==> config.mk <==
export PLATFORM = sky130hd
export DESIGN_NAME = hazard_stall_controller
export DESIGN_NICKNAME = d
export VERILOG_FILES = /design/src/rtl/hazard_stall_controller_pkg.sv /design/src/rtl/hazard_stall_controller_forwarding_unit.sv /design/src/rtl/hazard_stall_controller.sv
export SDC_FILE = /design/constraint.sdc
export NUM_CORES = 1
export LEC_CHECK = 0
export ABC_AREA = 1
export ABC_CLOCK_PERIOD_IN_PS = 1950
export BUFFER_PORTS_ARGS = -buffer_cell sky130_fd_sc_hd__buf_2
export CAP_MARGIN = 20
export CORE_MARGIN = 2
export CORE_UTILIZATION = 25
export DETAILED_ROUTE_END_ITERATION = 10
export GPL_ROUTABILITY_DRIVEN = 0
export HOLD_SLACK_MARGIN = 0.03
export PLACE_DENSITY = 0.58
export SYNTH_ARGS = -nofsm -noshare
export SYNTH_HDL_FRONTEND = slang
export SYNTH_SLANG_ARGS = --single-unit
==> constraint.sdc <==
create_clock -name clk -period 1.95 [get_ports clk]
set_input_delay 0.195 -clock clk [delete_from_list [all_inputs] [get_ports clk]]
set_output_delay 0.195 -clock clk [all_outputs]
set_load 0.02 [all_outputs]
==> src/rtl/hazard_stall_controller_pkg.sv <==
// Shared types and constants for the hazard/stall controller and its forwarding unit.
package hazard_stall_controller_pkg;

    typedef enum logic {
        RUN,
        STALL
    } state_e;

    localparam logic [1:0] FWD_RF  = 2'b00;
    localparam logic [1:0] FWD_MEM = 2'b10;
    localparam logic [1:0] FWD_WB  = 2'b01;

    // EX/MEM wins over MEM/WB because it holds the younger result.
    function automatic logic [1:0] fwd_sel(input logic mem_hit, input logic wb_hit);
        if (mem_hit) begin
            return FWD_MEM;
        end else if (wb_hit) begin
            return FWD_WB;
        end
        return FWD_RF;
    endfunction

endpackage

==> src/rtl/hazard_stall_controller_forwarding_unit.sv <==
// Combinational EX operand-select logic; only instantiated when FORWARDING_EN is defined.
module forwarding_unit
    import hazard_stall_controller_pkg::*;
#(
    parameter int unsigned RegAddrW = 5
) (
    input  logic [RegAddrW-1:0] ex_rs_i,
    input  logic [RegAddrW-1:0] ex_rt_i,
    input  logic                mem_reg_write_i,
    input  logic [RegAddrW-1:0] mem_write_reg_i,
    input  logic                wb_reg_write_i,
    input  logic [RegAddrW-1:0] wb_write_reg_i,
    output logic [1:0]          forward_a_o,
    output logic [1:0]          forward_b_o
);

    function automatic logic hit(input logic we, input logic [RegAddrW-1:0] dst,
                                 input logic [RegAddrW-1:0] src);
        return we && (dst != '0) && (dst == src);
    endfunction

    assign forward_a_o = fwd_sel(hit(mem_reg_write_i, mem_write_reg_i, ex_rs_i),
                                 hit(wb_reg_write_i, wb_write_reg_i, ex_rs_i));
    assign forward_b_o = fwd_sel(hit(mem_reg_write_i, mem_write_reg_i, ex_rt_i),
                                 hit(wb_reg_write_i, wb_write_reg_i, ex_rt_i));

endmodule

==> src/rtl/hazard_stall_controller.sv <==
// Pipeline hazard/stall controller with saturating stall counter.
// Define FORWARDING_EN to compile in the forwarding unit (shorter load-use stalls only).
module hazard_stall_controller
    import hazard_stall_controller_pkg::*;
#(
    parameter int unsigned REG_ADDR_W = 5,
    parameter int unsigned CNT_W      = 16
) (
    input  logic                  clk,
    input  logic                  reset,
    input  logic [REG_ADDR_W-1:0] id_rs,
    input  logic [REG_ADDR_W-1:0] id_rt,
    input  logic                  id_uses_rs,
    input  logic                  id_uses_rt,
    input  logic [REG_ADDR_W-1:0] ex_rs,
    input  logic [REG_ADDR_W-1:0] ex_rt,
    input  logic                  ex_reg_write,
    input  logic                  ex_mem_read,
    input  logic [REG_ADDR_W-1:0] ex_write_reg,
    input  logic                  mem_reg_write,
    input  logic [REG_ADDR_W-1:0] mem_write_reg,
    input  logic                  wb_reg_write,
    input  logic [REG_ADDR_W-1:0] wb_write_reg,
    input  logic                  ex_branch_taken,
    input  logic                  ex_jump,
    output logic                  pc_write,
    output logic                  if_id_write,
    output logic                  if_id_flush,
    output logic                  id_ex_bubble,
    output logic [1:0]            forward_a,
    output logic [1:0]            forward_b,
    output logic                  stalling,
    output logic [CNT_W-1:0]      stall_cycles
);

    function automatic logic hit(input logic we, input logic [REG_ADDR_W-1:0] dst,
                                 input logic [REG_ADDR_W-1:0] src, input logic uses);
        return we && (dst != '0) && (dst == src) && uses;
    endfunction

    state_e           state_q, state_d;
    logic [1:0]       cnt_q, cnt_d;
    logic [CNT_W-1:0] stall_cycles_q, stall_cycles_d;
    logic [1:0]       need;
    logic             ex_hit;
    logic             transfer;

    assign ex_hit   = hit(ex_reg_write, ex_write_reg, id_rs, id_uses_rs) |
                      hit(ex_reg_write, ex_write_reg, id_rt, id_uses_rt);
    assign transfer = ex_branch_taken | ex_jump;

`ifdef FORWARDING_EN
    assign need = (ex_mem_read && ex_hit) ? 2'd1 : 2'd0;

    forwarding_unit #(
        .RegAddrW (REG_ADDR_W)
    ) u_forwarding_unit (
        .ex_rs_i         (ex_rs),
        .ex_rt_i         (ex_rt),
        .mem_reg_write_i (mem_reg_write),
        .mem_write_reg_i (mem_write_reg),
        .wb_reg_write_i  (wb_reg_write),
        .wb_write_reg_i  (wb_write_reg),
        .forward_a_o     (forward_a),
        .forward_b_o     (forward_b)
    );
`else
    logic mem_hit;
    logic unused_fwd_inputs;

    // Register file writes before it reads, so a WB-stage producer needs no stall.
    assign mem_hit = hit(mem_reg_write, mem_write_reg, id_rs, id_uses_rs) |
                     hit(mem_reg_write, mem_write_reg, id_rt, id_uses_rt);
    assign need    = ex_hit ? 2'd2 : (mem_hit ? 2'd1 : 2'd0);

    assign forward_a = FWD_RF;
    assign forward_b = FWD_RF;
    assign unused_fwd_inputs = ^{ex_rs, ex_rt, ex_mem_read, wb_reg_write, wb_write_reg};
`endif

    always_comb begin
        pc_write       = 1'b1;
        if_id_write    = 1'b1;
        if_id_flush    = 1'b0;
        id_ex_bubble   = 1'b0;
        state_d        = state_q;
        cnt_d          = cnt_q;
        if (transfer) begin
            if_id_flush  = 1'b1;
            id_ex_bubble = 1'b1;
            state_d      = RUN;
            cnt_d        = 2'd0;
        end else if (state_q == STALL) begin
            pc_write     = 1'b0;
            if_id_write  = 1'b0;
            id_ex_bubble = 1'b1;
            cnt_d        = cnt_q - 2'd1;
            if (cnt_q <= 2'd1) begin
                state_d = RUN;
                cnt_d   = 2'd0;
            end
        end else if (need != 2'd0) begin
            pc_write     = 1'b0;
            if_id_write  = 1'b0;
            id_ex_bubble = 1'b1;
            if (need == 2'd2) begin
                state_d = STALL;
                cnt_d   = 2'd1;
            end
        end
        stall_cycles_d = stall_cycles_q;
        if (!pc_write && !(&stall_cycles_q)) begin
            stall_cycles_d = stall_cycles_q + CNT_W'(1);
        end
    end

    always_ff @(posedge clk) begin
        if (reset) begin
            state_q        <= RUN;
            cnt_q          <= 2'd0;
            stall_cycles_q <= '0;
        end else begin
            state_q        <= state_d;
            cnt_q          <= cnt_d;
            stall_cycles_q <= stall_cycles_d;
        end
    end

    assign stalling     = (state_q == STALL);
    assign stall_cycles = stall_cycles_q;

endmodule

==> results of run 1 <==
[report_power, final]
| part | leakage, nW | total, mW | switching [mW] | internal (mW) |
|---|---|---|---|---|
| logic | 0.829 | 0.152 | 0.0972 | 0.0551 |
| registers | 0.153 | 0.389 | 0.000654 | 0.389 |
| clock network | 0.0228 | 0.280 | 0.134 | 0.146 |
| total | 1.00 | 0.821 | 0.232 | 0.590 |
[cells in the final DEF, fill, tap and decap left out, drive strengths merged]
cell,n
nand2,89
buf,56
inv,39
nor2,30
dfxtp,19
nand4,17
a21oi,16
nand3,13
xor2,10
nor3,9
o21ai,7
xnor2,4
conb,4
clkbuf,4
clkinv,1
nand3b,1
ha,1
[stage by stage]
step                hold WS, ns  setup slack [ns]
floorplan                 0.420             0.247
global placement          0.429             0.360
detailed placement        0.434             0.353
CTS                       0.306             0.334
global route              0.314             0.169
finish                    0.304             0.358
[registers in the layout, indices dropped and copies added (netlist names)]
name,cells
stalling,1
stall_cycles,16
cnt_q,2
[path summary, 6_finish.rpt]
| kind | cells past startpoint | end | from | slack [ns] |
|---|---|---|---|---|
| max | 7 | stall_cycles[11]$_SDFFE_PP0P_ | stall_cycles[1]$_SDFFE_PP0P_ | 0.36 |
| min | 2 | stall_cycles[5]$_SDFFE_PP0P_ | reset | 0.30 |
| max reg2reg | 7 | stall_cycles[11]$_SDFFE_PP0P_ | stall_cycles[1]$_SDFFE_PP0P_ | 0.36 |
| min reg2reg | 2 | cnt_q[1]$_SDFFE_PP0P_ | cnt_q[1]$_SDFFE_PP0P_ | 0.44 |
[Yosys cell counts, drive strengths merged]
cell type,instances
conb,1
clkbuf,4
nand4,17
buf,7
nand2,89
dfxtp,19
nor3,9
clkinv,1
xor2,10
nor2,30
nand3b,1
xnor2,4
ha,1
o21ai,7
nand3,13
inv,39
a21oi,16
[worst max-delay path, delay by kind of cell, from the launching register on]
kind,cells,cell delay (ns)
AO/OA/AOI/OAI,1,0.13
adder cells (fa/ha/maj),1,0.18
flip-flops,1,0.35
AND/OR/NAND/NOR,5,0.86
[metal layers]
metal | part of all wire | routed length, um
met4 | 0.012 | 49
met2 | 0.45 | 1850
met1 | 0.48 | 1950
met3 | 0.053 | 215
met5 | 0 | 0
[cell type report]
type                       count  area share
inverter                      40      0.0759
timing repair buffer          56       0.152
clock buffer                   4      0.0228
tap                           77      0.0487
multi-input combinational    201       0.508
sequential                    19       0.192
[cells by family after synthesis]
family	count (synthesis)	synth area share
other cells	1	0.00235
fa+ha+maj	1	0.00784
compound gates	23	0.0722
flops	19	0.238
simple gates	159	0.464
xor+xnor	14	0.0769
buf+inv	51	0.139
==> run_results.csv, run 1 <==
group,metric,value,unit
run_status,status,"complete, no violations",
power_and_ir_drop,vdd_drop_max,232,uV
yosys,synth_top_area_share,0.238,
yosys,netlist_instances,268,
yosys,ys_top_cells_by_area,"dfxtp_1 24%, nand2_1 21%, inv_1 6.8%",
sta,rsz0062_at_grt,"false",
clock_network,numCtsBuffers,3,
placed_design,placed_area,0.00193,mm2
layout,fin_cells,397,
yosys,ys_ff_latch,19,
worst_setup_path,critPathLaunchType,"register",
die,start_util,0.254,
sta,max_freq,628,MHz
global_routing,grt_busiest_layer,"met2",
worst_setup_path,worstPathRequired,2.14,ns
worst_setup_path,crit_slowest_cell,"dfxtp_1",
clock_network,cts.htree.levels,1,
worst_setup_path,crit_fanout,18,
worst_setup_path,crit_chain,"ha_1 > nand3_2 > nor3_4 > nand4_4 > nand3_4 > nand2_1 > a21oi_1",
die,die_area,0.00704,mm2
sta,hold_violations,0,
worst_hold_path,hold_path.class,"primary input to register",
flow_run,cap_viol_max_count,0,
layout,regArea,380,um2
detailed_routing,routed_wirelength,4070,um
layout,antenna_cells,0,
sta,finalCritPeriodShare,0.816,
global_routing,grt_pass1_wl,6800,um
sta,fin_worst_skew,0.00110,ns
die,rows,29,
placed_design,portBuffers,48,
clock_network,cts.sinks,19,
worst_setup_path,slowest_delay,0.35,ns
sta,maxSlewViolCount,0,
placed_design,hpwl,3360,um
sta,tns,0,ns
power_and_ir_drop,power_density,416,mW/mm2
clock_network,clock_latency,0.26,ns
die,io_pins,70,
power_and_ir_drop,p_leak,1.00,nW
worst_setup_path,critPathKind,"register to register",
sta,setup_viol_count_final,0,
detailed_routing,vias,1765,
worst_setup_path,critPathArrivalTime,1.78,ns
global_routing,track_usage,0.114,
detailed_routing,vias_per_cell,4.45,
worst_setup_path,endpoint_kind,"register",
die,die_h,83.9,um
clock_network,clockBufferDepth,2,
layout,drive_gt1_frac,0.247,
layout,layout.nets,367,
sta,timing.final.crit_period,1.59,ns
yosys,yosysTopAreaCell,"dfxtp_1",
placed_design,dp.cells,393,
clock_network,cts_root_buffer,"clkbuf_8",
layout,multiInputGateArea,0.00100,mm2
detailed_routing,dr.pass1.iters,4,
clock_network,hold_buffers,0,
layout,fin_util,0.315,
power_and_ir_drop,power,821,uW
detailed_routing,route.detailed.drc,0,
global_routing,grt_pass1_vias,1583,
global_routing,use_met2,0.188,
clock_network,cts_resized,0,
yosys,syn_area,0.00160,mm2
detailed_routing,ant_nets,0,
global_routing,grt_overflow,0,
layout,final_area,0.00198,mm2
yosys,yosysSeqAreaShare,0.238,
detailed_routing,initialDrtViolationCount,54,
yosys,synth_area_per_cell,5.95,um2
clock_network,clkTransAtPathRegs,0.07,ns
yosys,synth_cell_type_count,26,
die,coreArea,0.00628,mm2
detailed_routing,routedWlPerCell,10.2,um
global_routing,grt_max_degree,19,
clock_network,cts_tree,"built",
clock_network,postCtsSetupBuffers,0,
yosys,ys_warn_count,0,
global_routing,antenna_found_initial,0,
layout,fill_cells,700,
global_routing,globalRouteMet1Util,0.152,
die,die_x,83.9,um
layout,area_growth,23.9,%
global_routing,use_met3,0.0129,
Note: power is estimated with default switching activity, not from simulation.
==> run 2: changes to the inputs <==
- ABC_AREA: 1 -> 0
- ABC_CLOCK_PERIOD_IN_PS: 1950 -> 1500
- PLACE_DENSITY: 0.58 -> 0.59
- clock period: 1.95 -> 1.5 ns (I/O delays scaled with it)
==> run_results.csv, run 2 <==
group,metric,value,unit
sta,rsz0062_at_grt,"true",
detailed_routing,route.detailed.drc,0,
sta,fin_worst_skew,0.00537,ns
detailed_routing,vias,1622,
sta,maxSlewViolCount,0,
clock_network,clock_latency,0.27,ns
yosys,synth_commonest_cells,"20 x xnor2_1, 19 x dfxtp_1, 16 x nand2_1, 10 x a21oi_1",
yosys,ys_warn_count,0,
worst_setup_path,path_common_cell,"buf_12",
layout,antenna_cells,0,
worst_setup_path,crit_slowest_cell,"or4_4",
detailed_routing,ant_nets,0,
sta,timing.final.crit_period,1.85,ns
die,die_h,78.3,um
yosys,async_flop_share,0,
clock_network,cts.sinks,19,
clock_network,numCtsBuffers,3,
global_routing,grt_pass1_vias,1588,
placed_design,portBuffers,48,
layout,area_growth,85.8,%
die,start_util,0.256,
sta,max_freq,541,MHz
detailed_routing,dr.pass1.iters,6,
layout,fin_util,0.475,
global_routing,antenna_found_initial,0,
power_and_ir_drop,power_density,472,mW/mm2
yosys,synth_area_per_cell,8.53,um2
die,die_x,78.3,um
worst_setup_path,critPathLaunchType,"primary input",
yosys,synth_top_area_share,0.275,
clock_network,hold_buffers,0,
worst_setup_path,crit_fanout,3,
run_status,status,"finished, violations left",
worst_setup_path,crit_chain,"buf_8 > or4_4 > o21a_4 > a221oi_4 > buf_12 > buf_12 > nand2_8 > buf_6",
placed_design,dp.cells,321,
run_status,violations,"negative setup slack",
clock_network,clkTransAtPathRegs,0.08,ns
power_and_ir_drop,power,1.21,mW
yosys,yosysTopAreaCell,"dfxtp_1",
yosys,ys_ff_latch,19,
yosys,synth_most_common_cell,"xnor2_1",
sta,setup_viol_count_final,19,
layout,layout.nets,312,
clock_network,cts_root_buffer,"clkbuf_8",
layout,drive_gt1_frac,0.672,
die,io_pins,70,
worst_setup_path,worstPathRequired,1.35,ns
global_routing,grt_max_degree,22,
die,die_area,0.00614,mm2
die,rows,27,
global_routing,grt_pass1_wl,7120,um
yosys,ys_top_cells_by_area,"dfxtp_1 28%, xnor2_1 13%, nand2_1 4.3%",
worst_hold_path,hold_path.class,"primary input to register",
detailed_routing,routedWlPerCell,13.9,um
yosys,ys.flop_type,"dfxtp_1",
layout,layout_commonest_cell,"buf_4",
yosys,syn_area,0.00138,mm2
worst_setup_path,critPathArrivalTime,1.70,ns
layout,final_cell_mix,"50 x buf_4, 40 x buf_2, 14 x xnor2_1",
worst_setup_path,critPathKind,"primary input to primary output",
yosys,netlist_instances,162,
placed_design,pre_cts_ws,-0.544,ns
clock_network,cts.htree.levels,1,
layout,largest_register_ffs,16,
yosys,yosysSeqAreaShare,0.275,
layout,final_area,0.00257,mm2
global_routing,track_usage,0.145,
layout,fin_cells,337,
yosys,synth_cell_type_count,40,
die,coreArea,0.00541,mm2
sta,finalCritPeriodShare,1.23,
global_routing,grt_overflow,0,
placed_design,placed_area,0.00214,mm2
yosys,synth_edf_count,0,
flow_run,cap_viol_max_count,0,
power_and_ir_drop,p_leak,1.10,nW
clock_network,clockBufferDepth,2,
detailed_routing,initialDrtViolationCount,53,
clock_network,cts_tree,"built",
detailed_routing,vias_per_cell,4.81,
worst_setup_path,slowest_delay,0.52,ns
detailed_routing,routed_wirelength,4680,um
worst_setup_path,endpoint_kind,"primary output",
placed_design,hpwl,3140,um
power_and_ir_drop,vdd_drop_max,242,uV
sta,hold_violations,0,
sta,setup_ws,-0.349,ns
==> run 2: cell types whose count changed after synthesis, moves of 5 or more <==
| cell | previous run | this run |
|---|---|---|
| a21oi_1 | 16 | 10 |
| nand2_1 | 89 | 16 |
| xor2_1 | 10 | 0 |
| inv_2 | 10 | 0 |
| xnor2_1 | 4 | 20 |
| or4_1 | 0 | 5 |
| o31ai_1 | 0 | 8 |
| inv_1 | 29 | 4 |
| nor2_1 | 28 | 8 |
| or4_2 | 0 | 5 |
| nand4_1 | 16 | 7 |
==> run 2: critical path: cells and delay by family <==
kind / cells / cell delay, ns
AO/OA/AOI/OAI: 2 / 0.52
buffers and inverters: 4 / 0.47
AND/OR/NAND/NOR: 2 / 0.55
==> run 2: cell families after synthesis <==
logic type	Yosys count	synth area share
other	1	0.00271
DFF	19	0.275
adders and majority gates	1	0.00906
AOI/OAI and AO/OA	34	0.185
and+or+nand+nor	67	0.283
muxes	4	0.0408
xor gates and xnor gates	20	0.127
buffers and inverters	16	0.0779
==> run 2: cell type report <==
type / count / area, um2
Clock inverter: 1 / 5.00
Tap cell: 72 / 90.1
Inverter: 4 / 17.5
Multi-Input combinational cell: 130 / 1180
Timing Repair Buffer: 108 / 825
Clock buffer: 3 / 41.3
Sequential cell: 19 / 405
Fill cell: 507 / 2840
==> run 2: worst paths after layout <==
kind	end	startpoint	depth (start not counted)	slack (ns)
min	stall_cycles[3]$_SDFFE_PP0P_	reset	2	0.32
min reg2reg	cnt_q[1]$_SDFFE_PP0P_	cnt_q[1]$_SDFFE_PP0P_	1	0.46
max	id_ex_bubble	ex_write_reg[2]	8	-0.35
max reg2reg	stall_cycles[8]$_SDFFE_PP0P_	stall_cycles[2]$_SDFFE_PP0P_	7	-0.35
==> run 2: stage by stage <==
stage               hold slack [ns]  setup TNS, ns
floorplan                     0.338          -6.31
detailed placement            0.450          -9.23
global route                  0.342          -5.89
global placement              0.446          -8.69
CTS                           0.305          -5.69
finish                        0.325          -5.05
==> run 2: timing repair <==
action,in CTS,in global routing
pin swaps,11,20
buffers inserted,10,3
setup endpoints to repair,19,19
resized for setup,30,37
==> run 2: routing by layer <==
metal | share of wire | vias up | global-route usage
met5 | 0 | - | 0
met4 | 0.0060 | 0 | 0.0211
met1 | 0.43 | 775 | 0.174
met2 | 0.52 | 40 | 0.271
li1 | - | 802 | -
met3 | 0.039 | 5 | 0.0287
==> run 2: where the power goes <==
part | internal [mW] | switching (mW)
combinational | 0.170 | 0.155
sequential | 0.495 | 0.000549
clock | 0.186 | 0.204
total | 0.851 | 0.360
==> run 3: changes to the inputs <==
- RECOVER_POWER: not set -> 25
==> run_results.csv, run 3 (synthesis results as in run 2) <==
group,metric,value,unit
layout,area_growth,85.3,%
global_routing,antenna_found_initial,0,
flow_run,cap_viol_max_count,0,
sta,maxSlewViolCount,0,
die,start_util,0.256,
clock_network,hold_buffers,0,
die,die_area,0.00614,mm2
run_status,status,"finished, violations left",
sta,setup_ws,-0.349,ns
global_routing,grt_overflow,0,
sta,finalCritPeriodShare,1.23,
power_and_ir_drop,p_int,851,uW
worst_setup_path,endpoint_kind,"primary output",
placed_design,portBuffers,48,
die,die_h,78.3,um
worst_setup_path,critPathArrivalTime,1.70,ns
power_and_ir_drop,clockPowerShare,0.322,
clock_network,numCtsBuffers,3,
power_and_ir_drop,p_leak,1.08,nW
detailed_routing,ant_nets,0,
global_routing,track_usage,0.145,
sta,fin_worst_skew,0.00535,ns
placed_design,dp.cells,321,
power_and_ir_drop,power_density,473,mW/mm2
sta,rsz0062_at_grt,"true",
sta,timing.final.crit_period,1.85,ns
worst_hold_path,hold_path.class,"primary input to register",
layout,fill_cells,510,
layout,antenna_cells,0,
detailed_routing,routed_wirelength,4680,um
clock_network,clockBufferDepth,2,
die,die_x,78.3,um
sta,hold_violations,0,
layout,largest_register_ffs,16,
layout,multiInputGateArea,0.00118,mm2
layout,drive_gt1_frac,0.653,
layout,final_cell_mix,"50 x buf_4, 35 x buf_2, 14 x xnor2_1",
detailed_routing,routedWlPerCell,13.9,um
worst_setup_path,critPathLaunchType,"primary input",
sta,max_freq,541,MHz
layout,fin_cells,337,
global_routing,grt_max_degree,22,
power_and_ir_drop,vdd_drop_max,242,uV
placed_design,hpwl,3140,um
sta,whs,0.325,ns
clock_network,clock_latency,0.27,ns
worst_setup_path,crit_fanout,3,
clock_network,cts.htree.levels,1,
power_and_ir_drop,pwr-share-comb,0.269,
detailed_routing,vias_per_cell,4.81,
die,io_pins,70,
detailed_routing,initialDrtViolationCount,53,
detailed_routing,dr.pass1.iters,6,
power_and_ir_drop,seqPwrFrac,0.410,
layout,regArea,405,um2
worst_setup_path,critPathKind,"primary input to primary output",
clock_network,cts_tree,"built",
layout,final_area,0.00256,mm2
worst_setup_path,worstPathRequired,1.35,ns
sta,setup_viol_count_final,19,
die,rows,27,
die,coreArea,0.00541,mm2
placed_design,placed_area,0.00214,mm2
run_status,violations,"negative setup slack",
global_routing,grt_pass1_wl,7120,um
detailed_routing,vias,1622,
global_routing,grt_pass1_vias,1588,
power_and_ir_drop,power_switching,360,uW
clock_network,cts.sinks,19,
power_and_ir_drop,swShare,0.297,
clock_network,cts_root_buffer,"clkbuf_8",
detailed_routing,route.detailed.drc,0,
layout,layout.nets,312,
layout,layout_commonest_cell,"buf_4",
clock_network,clkTransAtPathRegs,0.08,ns
## run 3: cell types whose count changed in the layout (fill, tap and decap cells not counted)
| cell | before | now |
|---|---|---|
| buf_2 | 40 | 35 |
| clkbuf_1 | 0 | 5 |
## run 3: power groups by stage
stage               registers (mW)  logic (mW)  clock network [mW]
floorplan                    0.509       0.147                   0
global placement             0.508       0.241                   0
detailed placement           0.508       0.243                   0
CTS                          0.496       0.286               0.396
global route                 0.496       0.347               0.424
finish                       0.496       0.325               0.389
## run 3: final cells by class
cell class,count,area share
inverter,4,0.00684
multi-input combinational,130,0.462
sequential,19,0.158
clock inverter,1,0.00196
clock buffer,3,0.0161
timing repair buffer,108,0.320
tap,72,0.0352
## run 3: final timing paths
check | startpoint | to | slack, ns | depth (start not counted)
max reg2reg | stall_cycles[2]$_SDFFE_PP0P_ | stall_cycles[8]$_SDFFE_PP0P_ | -0.35 | 7
min | reset | stall_cycles[3]$_SDFFE_PP0P_ | 0.32 | 2
min reg2reg | cnt_q[1]$_SDFFE_PP0P_ | cnt_q[1]$_SDFFE_PP0P_ | 0.46 | 1
max | ex_write_reg[2] | id_ex_bubble | -0.35 | 8
## run 3: stage by stage
step                      TNS, ns   util  power (mW)  worst slack [ns]
after floorplan             -6.31      -       0.656            -0.407
after global placement      -8.69  0.397       0.749            -0.511
after detailed placement    -9.23  0.397       0.751            -0.544
after CTS                   -5.69  0.442        1.18            -0.392
after global routing        -5.89  0.474        1.27            -0.400
final                       -5.05  0.474        1.21            -0.349
## run 3: metal layers
| layer | part of all wire | GRT usage | wire length [um] | vias to the layer above |
|---|---|---|---|---|
| met4 | 0.0060 | 0.0211 | 28 | 0 |
| met2 | 0.52 | 0.271 | 2450 | 40 |
| li1 | - | - | - | 802 |
| met1 | 0.43 | 0.174 | 2030 | 775 |
| met5 | 0 | 0 | 0 | - |
| met3 | 0.038 | 0.0287 | 179 | 5 |
## run 3: critical path, cell delays in order
cell and delay [ns]:
buf_8 0.10, or4_4 0.52, o21a_4 0.22, a221oi_4 0.30
buf_12 0.15, buf_12 0.10, nand2_8 0.03, buf_6 0.12
## run 3: timing repair
item / 4_1_cts / 5_1_grt
pin swaps: 11 / 20
endpoints found under the hold margin: 0 / 0
setup buffers: 10 / 3
resized for setup: 30 / 37
endpoints found under the setup margin: 19 / 19
